`src/rtl/imem_fetch_ctrl.sv`:
```
// Instruction-fetch controller: turns a PC request into a single-word memory
// read over a req/ack bus, checks alignment and range up front, survives
// branch flushes mid-fetch and gives up on a memory that never answers.
module imem_fetch_ctrl #(
   parameter logic [31:0] BASE        = 32'h0000_3000,
   parameter int          DEPTH_WORDS = 1024,
   parameter int          TIMEOUT     = 16,
   parameter logic [31:0] NOP_INSTR   = 32'h0000_0000
) (
   input  logic        clk,
   input  logic        reset,
   input  logic [31:0] pc,
   input  logic        pc_req,
   input  logic        flush,
   output logic        stall,
   output logic [31:0] instr,
   output logic        instr_valid,
   output logic [1:0]  fault_code,
   output logic        mem_req,
   output logic [31:0] mem_addr,
   input  logic        mem_ack,
   input  logic [31:0] mem_rdata
);

   localparam logic [31:0] DEPTH_U      = 32'(DEPTH_WORDS);
   localparam logic [7:0]  TIMEOUT_LAST = 8'(TIMEOUT - 1);

   localparam logic [1:0] FAULT_OK       = 2'b00;
   localparam logic [1:0] FAULT_MISALIGN = 2'b01;
   localparam logic [1:0] FAULT_RANGE    = 2'b10;
   localparam logic [1:0] FAULT_TIMEOUT  = 2'b11;

   typedef enum logic [1:0] {
      S_IDLE  = 2'd0,
      S_BUSY  = 2'd1,
      S_DRAIN = 2'd2,
      S_RESP  = 2'd3
   } state_t;

   state_t      r_state;
   logic        r_mem_req;
   logic [31:0] r_mem_addr;
   logic [31:0] r_instr;
   logic [1:0]  r_fault;
   logic [7:0]  r_cnt;

   state_t      w_state_next;
   logic        w_mem_req_next;
   logic [31:0] w_mem_addr_next;
   logic [31:0] w_instr_next;
   logic [1:0]  w_fault_next;
   logic [7:0]  w_cnt_next;

   logic        w_misaligned;
   logic [31:0] w_offset;
   logic [31:0] w_word_idx;
   logic        w_out_of_range;

   // Address qualification: the offset is only meaningful when pc >= BASE,
   // which the first term of the range check guarantees.
   assign w_misaligned   = (pc[1:0] != 2'b00);
   assign w_offset       = pc - BASE;
   assign w_word_idx     = w_offset >> 2;
   assign w_out_of_range = (pc < BASE) || (w_word_idx >= DEPTH_U);

   // State and datapath registers, all cleared or preset by reset.
   always_ff @(posedge clk) begin
      if (reset) begin
         r_state    <= S_IDLE;
         r_mem_req  <= 1'b0;
         r_mem_addr <= BASE;
         r_instr    <= 32'h0000_0000;
         r_fault    <= FAULT_OK;
         r_cnt      <= 8'd0;
      end else begin
         r_state    <= w_state_next;
         r_mem_req  <= w_mem_req_next;
         r_mem_addr <= w_mem_addr_next;
         r_instr    <= w_instr_next;
         r_fault    <= w_fault_next;
         r_cnt      <= w_cnt_next;
      end
   end

   // Next-state and next-register logic; every register holds unless a
   // transition below says otherwise.
   always_comb begin
      w_state_next    = r_state;
      w_mem_req_next  = r_mem_req;
      w_mem_addr_next = r_mem_addr;
      w_instr_next    = r_instr;
      w_fault_next    = r_fault;
      w_cnt_next      = r_cnt;

      case (r_state)
         S_IDLE: begin
            if (pc_req && !flush) begin
               if (w_misaligned) begin
                  w_instr_next = NOP_INSTR;
                  w_fault_next = FAULT_MISALIGN;
                  w_state_next = S_RESP;
               end else if (w_out_of_range) begin
                  w_instr_next = NOP_INSTR;
                  w_fault_next = FAULT_RANGE;
                  w_state_next = S_RESP;
               end else begin
                  w_mem_addr_next = pc;
                  w_mem_req_next  = 1'b1;
                  w_cnt_next      = 8'd0;
                  w_state_next    = S_BUSY;
               end
            end
         end

         S_BUSY: begin
            if (mem_ack) begin
               // Data wins over a simultaneous flush only in that the bus
               // transaction is complete; the word itself is discarded.
               w_mem_req_next = 1'b0;
               if (flush) begin
                  w_state_next = S_IDLE;
               end else begin
                  w_instr_next = mem_rdata;
                  w_fault_next = FAULT_OK;
                  w_state_next = S_RESP;
               end
            end else if (flush) begin
               // The bus cannot abort a read, so keep requesting until it
               // completes; the counter keeps running across the switch.
               w_cnt_next   = r_cnt + 8'd1;
               w_state_next = S_DRAIN;
            end else if (r_cnt == TIMEOUT_LAST) begin
               w_mem_req_next = 1'b0;
               w_instr_next   = NOP_INSTR;
               w_fault_next   = FAULT_TIMEOUT;
               w_state_next   = S_RESP;
            end else begin
               w_cnt_next = r_cnt + 8'd1;
            end
         end

         S_DRAIN: begin
            // >= because a flush on the last BUSY cycle lands here one past
            // the limit.
            if (mem_ack || (r_cnt >= TIMEOUT_LAST)) begin
               w_mem_req_next = 1'b0;
               w_state_next   = S_IDLE;
            end else begin
               w_cnt_next = r_cnt + 8'd1;
            end
         end

         S_RESP: begin
            w_state_next = S_IDLE;
         end

         default: begin
            w_state_next   = S_IDLE;
            w_mem_req_next = 1'b0;
         end
      endcase
   end

   assign instr_valid = (r_state == S_RESP) && !flush;
   assign stall       = pc_req && (r_state != S_RESP);
   assign instr       = r_instr;
   assign fault_code  = r_fault;
   assign mem_req     = r_mem_req;
   assign mem_addr    = r_mem_addr;

endmodule
```
`config.mk`:
```
export PLATFORM = sky130hd
export DESIGN_NAME = imem_fetch_ctrl
export DESIGN_NICKNAME = d
export VERILOG_FILES = /design/src/rtl/imem_fetch_ctrl.sv
export SDC_FILE = /design/constraint.sdc
export NUM_CORES = 1
export LEC_CHECK = 0
export ABC_CLOCK_PERIOD_IN_PS = 4000
export CORE_UTILIZATION = 47
export DETAILED_ROUTE_END_ITERATION = 10
export GPL_TIMING_DRIVEN = 0
export PLACE_DENSITY = 0.86
export SLEW_MARGIN = 0
export SYNTH_ARGS = -nofsm -noshare
export SYNTH_HDL_FRONTEND = slang
export SYNTH_SLANG_ARGS = --single-unit
```
`constraint.sdc`:
```
create_clock -name clk -period 4 [get_ports clk]
set_input_delay 0.6 -clock clk [delete_from_list [all_inputs] [get_ports clk]]
set_output_delay 0.6 -clock clk [all_outputs]
set_load 0.03 [all_outputs]
```
=== After elaboration in Yosys (flattened, before gate mapping) ===
Index checks and enable logic that the tools add are counted.

* Register bits: 77
* Input port bits: 69
* Output and inout port bits: 69
* Word-level logic and storage cells: 85

* Add/sub/neg operators: 2
* Magnitude comparators: 3
* Equal/unequal tests: 17
* Muxes and demuxes: 40
* Bitwise gates (word level): 2
* Reductions and logical operators: 15

{| class="wikitable"
|+ Operators with widths
! cell !! count
|-
| 2-to-1 mux 32 bit || 7
|-
| one-hot mux 32 bit (2 select lines) || 1
|-
| 2-to-1 mux 8 bit || 7
|-
| less-than comparator 32 x 14 -> 1 bit, second input constant || 1
|-
| subtractor 32 x 14 -> 32 bit, second input constant || 1
|-
| >= comparator 30 x 11 -> 1 bit, second input constant || 1
|-
| 2-to-1 mux 2 bit || 14
|-
| one-hot mux 8 bit (3 select lines) || 1
|-
| != test 2 bit, second input constant || 8
|-
| AND reduction 7 bit || 2
|-
| != test 3 bit, second input constant || 4
|-
| adder 8 x 1 -> 8 bit, second input constant || 1
|-
| == test 8 x 4 -> 1 bit, second input constant || 1
|-
| >= comparator 8 x 4 -> 1 bit, second input constant || 1
|-
| one-hot mux 2 bit (4 select lines) || 1
|-
| 2-to-1 mux 1 bit || 7
|-
| AND reduction 5 bit || 1
|-
| == test 2 bit, second input constant || 2
|-
| != test 4 bit, second input constant || 1
|-
| one-hot mux 2 bit (2 select lines) || 1
|-
| AND reduction 4 bit || 1
|-
| nonzero test 2 bit || 2
|-
| logical AND 1 bit || 3
|-
| one-hot mux 1 bit (3 select lines) || 1
|-
| other kinds (7) || 9
|}

=== Depth between registers and ports, before layout ===
* Word-level depth: 7
* Gate-level depth with buffers: 8
* Gate-level depth less buffers: 7

=== Worst setup path after synthesis ===
OpenSTA, ideal clock, no wires.

* Kind: input to register
* From: input pc[23]
* To: register r_mem_req (netlist: mem_req)
* Arrival: 1.985 ns
* Data required time: 3.884 ns
* Slack: 1.900 ns
* Cell stages on the path: 6
* Buffers on the path: 1
* Cell sequence: nor4_1 -> nand4_1 -> or4_4 -> buf_6 -> a21o_2 -> a31o_1

* Word-level cells in the longest chain between the ends: 5
* Elaborated cells on any way between the ends: 6
* Classes of those cells: 1 x add/sub; 2 x order compare; 1 x eq/ne; 2 x reduce/logical

{| class="wikitable"
|+ RTL lines
! what !! line !! source
|-
| start: declaration || 12 || <nowiki>input logic [31:0] pc,</nowiki>
|-
| subtractor 32 x 14 -> 32 bit || 62 || <nowiki>assign w_offset = pc - BASE;</nowiki>
|-
| >= comparator 30 x 11 -> 1 bit || 64 || <nowiki>assign w_out_of_range = (pc < BASE) || (w_word_idx >= DEPTH_U);</nowiki>
|-
| logical OR 1 bit (*) || 64 ||
|-
| != test 2 bit (no source line) (*) || n/a ||
|-
| AND reduction 7 bit (no source line) (*) || n/a ||
|-
| end signal: assignment || 77 || <nowiki>r_mem_req <= w_mem_req_next;</nowiki>
|-
| end: declaration || 41 || <nowiki>logic r_mem_req;</nowiki>
|}

Every way passes the cells marked *; elsewhere a longest branch is shown, timed or not.
A chain may end at the register's enable or synchronous reset.

=== Worst setup path in the final report ===
* From: input flush
* To: output instr_valid

* Word-level cells in the longest chain between the ends: 2

{| class="wikitable"
|+ RTL lines
! what !! line !! source
|-
| start: declaration || 14 || <nowiki>input logic flush,</nowiki>
|-
| logical NOT 1 bit || 164 || <nowiki>assign instr_valid = (r_state == S_RESP) && !flush;</nowiki>
|-
| logical AND 1 bit || 164 ||
|-
| end: declaration || 17 || <nowiki>output logic instr_valid,</nowiki>
|}

Every way passes these cells.

==> impl_metrics.yaml <==
outcome:
  status: "complete, no violations"
critical_path:
  arrival_ns: 2.02
  reg2reg_to: "mem_addr[21]"
  start_kind: "input pin"
  crit_chain: "clkdlybuf4s50_1 > nor2b_1 > clkdlybuf4s50_1"
  r2r_cells: 8
  critical_path_class: "input pin to output port"
  critPathMaxStageDelay_ns: 0.67
  crit_fanout: 9
  r2r_start: "r_state[0]"
  critPathCaptureType: "output port"
  crit_required_ns: 3.40
  path_common_cell: "clkdlybuf4s50_1"
  reg2reg_slack_ns: 1.64
  cp_slowest_cell: "clkdlybuf4s50_1"
sta:
  max-slew-margin-rel: 0.660
  tns_ns: 0
  slew_violations: 0
  timing.final.crit_share: 0.655
  rsz0062_at_grt: "false"
  period_needed_ns: 2.62
  max_freq_ghz: 0.382
  worst_pin_slew_ns: 0.511
  finClkSkew_ns: 0.0111
  hold_viol_final: 0
  report.final.setup_viol: 0
cts:
  ctsResizeCount: 0
  cts_made_buffers: 9
  hold_buffers: 0
  clock_tree.root_cell: "clkbuf_8"
  h-tree-depth: 3
  cts_buffer_depth: 2
  clk_pin_slew_ns: 0.09
  cts_sinks: 77
  worstSkewPairLatency_ns: 0.35
  cts_setup_buffers: 0
  cts_tree: "done"
yosys:
  synth_edf_count: 0
  synthCells: 375
  yosys_warnings: 0
  synth.avg_cell_area_um2: 9.17
  syn_area_um2: 3440
  ys_seq_elements: 77
  synth_ff_type: "dfxtp_1"
  ys_seq_area_frac: 0.448
  synthArstFlopShare: 0
  synth_cell_types: 51
  synth_nets: 450
die:
  start_util: 0.495
  dieWidth_um: 87.5
  ios: 138
  die-height_um: 87.5
  coreArea_um2: 6940
  rows: 30
  die-area_um2: 7660
detailed_routing:
  vias: 3241
  ant_nets: 0
  routedWlPerCell_um: 14.9
  routed_via_density: 5.20
  wl_um: 9310
  drc: 0
  drt_iter0_drc: 168
  first_pass_iters: 4
worst_hold_path:
  min_path_type: "register to register"
  worstHoldStart: "mem_addr[13]"
  hold_depth: 1
  min_to: "mem_addr[13]"
final_layout:
  n_fill_cell: 496
  syn2layout_area_growth_pct: 49.5
  finalNetCount: 597
  drive_gt1_frac: 0.0759
  final_area_um2: 5140
  diodes: 0
  final_util: 0.740
global_routing:
  overflow: 0
  grt_pass1_vias: 3111
  grt_pass1_wl_um: 14600
  grt_max_degree: 15
  antenna_found_initial: 0
  grt_use_total: 0.245
pwr:
  p_leak_nw: 1.77
  intPower_mw: 1.48
  power.density_nw_per_um2: 431
  power_frac_comb: 0.331
  seq_power_share: 0.373
  clkPwrFrac: 0.296
  ir_drop_mv: 0.271
  p_switching_mw: 0.738
  power_switching_share: 0.333
placed_design:
  placed_area_um2: 4920
  dpl.hpwl_um: 6760
  globalplace.congestion: 0.841
  portBuffers: 136
run:
  drv_cap: 0
registers in the layout (all words and copies together) (netlist names):
signal and flops:
mem_addr 32, fault_code 2, mem_req 1, instr 32, r_cnt 8, r_state 2
cell type report:
cell class	instances	area [um^2]	area share
Tap cell	96	120	0.0234
Clock buffer	10	128	0.0248
Clock inverter	6	92.6	0.0180
Multi-Input combinational cell	265	1730	0.336
Inverter	9	33.8	0.00657
Timing Repair Buffer	136	1360	0.265
Sequential cell	77	1540	0.300
Buffer	24	138	0.0268
power groups by stage:
stage | Clock [mW] | Combinational (mW) | Sequential [mW]
2_1_floorplan | 0 | 0.465 | 0.881
3_3_place_gp | 0 | 0.712 | 0.842
3_5_place_dp | 0 | 0.725 | 0.844
4_1_cts | 0.661 | 0.730 | 0.827
5_1_grt | 0.691 | 0.787 | 0.832
6_report | 0.655 | 0.733 | 0.827
through the flow:
step	cells	setup WS, ns	hold WS (ns)	power [mW]
CTS	623	1.38	0.452	2.22
detailed placement	607	1.10	0.427	1.57
floorplan	375	1.90	0.461	1.35
finish	623	1.38	0.456	2.21
global route	623	1.32	0.474	2.31
global placement	607	1.18	0.424	1.55
metal layers:
metal  global-route usage  up-vias  share of wire
met1                0.292     1503           0.42
met3               0.0877       11          0.087
li1                     -     1608              -
met5                    0        -              0
met2                0.420      119           0.48
met4               0.0671        0          0.013
cells in the final DEF, fill, tap and decap left out, types with 3 or more instances in the layout:
| master | n |
|---|---|
| a31oi_1 | 3 |
| a21oi_1 | 18 |
| o21ai_0 | 14 |
| nor2_1 | 6 |
| mux2i_1 | 34 |
| nor3_1 | 5 |
| inv_1 | 8 |
| or3_1 | 5 |
| ha_1 | 6 |
| clkbuf_8 | 9 |
| nand2_1 | 71 |
| buf_6 | 6 |
| clkdlybuf4s50_1 | 136 |
| nand4_1 | 6 |
| dfxtp_1 | 77 |
| nor2b_1 | 5 |
| a211oi_1 | 5 |
| nand2b_1 | 5 |
| clkbuf_1 | 17 |
| nor4_1 | 3 |
| nand3_1 | 21 |
| o32ai_1 | 4 |
| and2_1 | 20 |
worst max-delay path, delay by kind of cell:
| family | cells | cell delay, ns |
|---|---|---|
| buffers and inverters | 2 | 1.25 |
| and+or+nand+nor | 1 | 0.17 |
logic make-up after synthesis:
family | count (synthesis) | synth area share
AND/OR/NAND/NOR | 161 | 0.244
flip-flops | 77 | 0.448
AO/OA/AOI/OAI | 63 | 0.134
multiplexers | 34 | 0.0990
buffers and inverters | 33 | 0.0499
adder cells (fa/ha/maj) | 6 | 0.0218
XOR/XNOR | 1 | 0.00255
cell usage after synthesis (2+ instances only):
library cell / instances / area share
or3_1: 5 / 0.0091
nor3_1: 5 / 0.0073
and3_1: 2 / 0.0036
a2111oi_4: 2 / 0.016
inv_1: 8 / 0.0087
clkbuf_1: 16 / 0.017
nand4_1: 6 / 0.011
nand2b_1: 5 / 0.0091
ha_1: 6 / 0.022
nor2b_1: 5 / 0.0091
and2_1: 20 / 0.036
o31ai_1: 2 / 0.0044
a31oi_1: 3 / 0.0055
nand3_1: 21 / 0.031
or4_4: 2 / 0.0065
o21ai_0: 14 / 0.020
nand2_1: 71 / 0.078
a21oi_1: 18 / 0.026
o32ai_1: 4 / 0.010
nor2_1: 6 / 0.0065
buf_6: 6 / 0.020
buf_2: 2 / 0.0029
dfxtp_1: 77 / 0.45
and4bb_2: 2 / 0.0073
a211o_2: 2 / 0.0058
mux2i_1: 34 / 0.099
a211oi_1: 5 / 0.011
nor4_1: 3 / 0.0055
how the worst max path moves through the flow:
stage,startpoint,endpoint,slack [ns],depth (start not counted)
6_report,flush,instr_valid,1.38,3
5_1_grt,pc[12],mem_addr[21],1.32,7
4_1_cts,flush,instr_valid,1.38,3
3_5_place_dp,pc[23],mem_addr[21],1.10,7
3_3_place_gp,pc[23],mem_addr[28],1.18,7
2_1_floorplan,pc[23],mem_req,1.90,6
(Power assumes the default switching activity.)
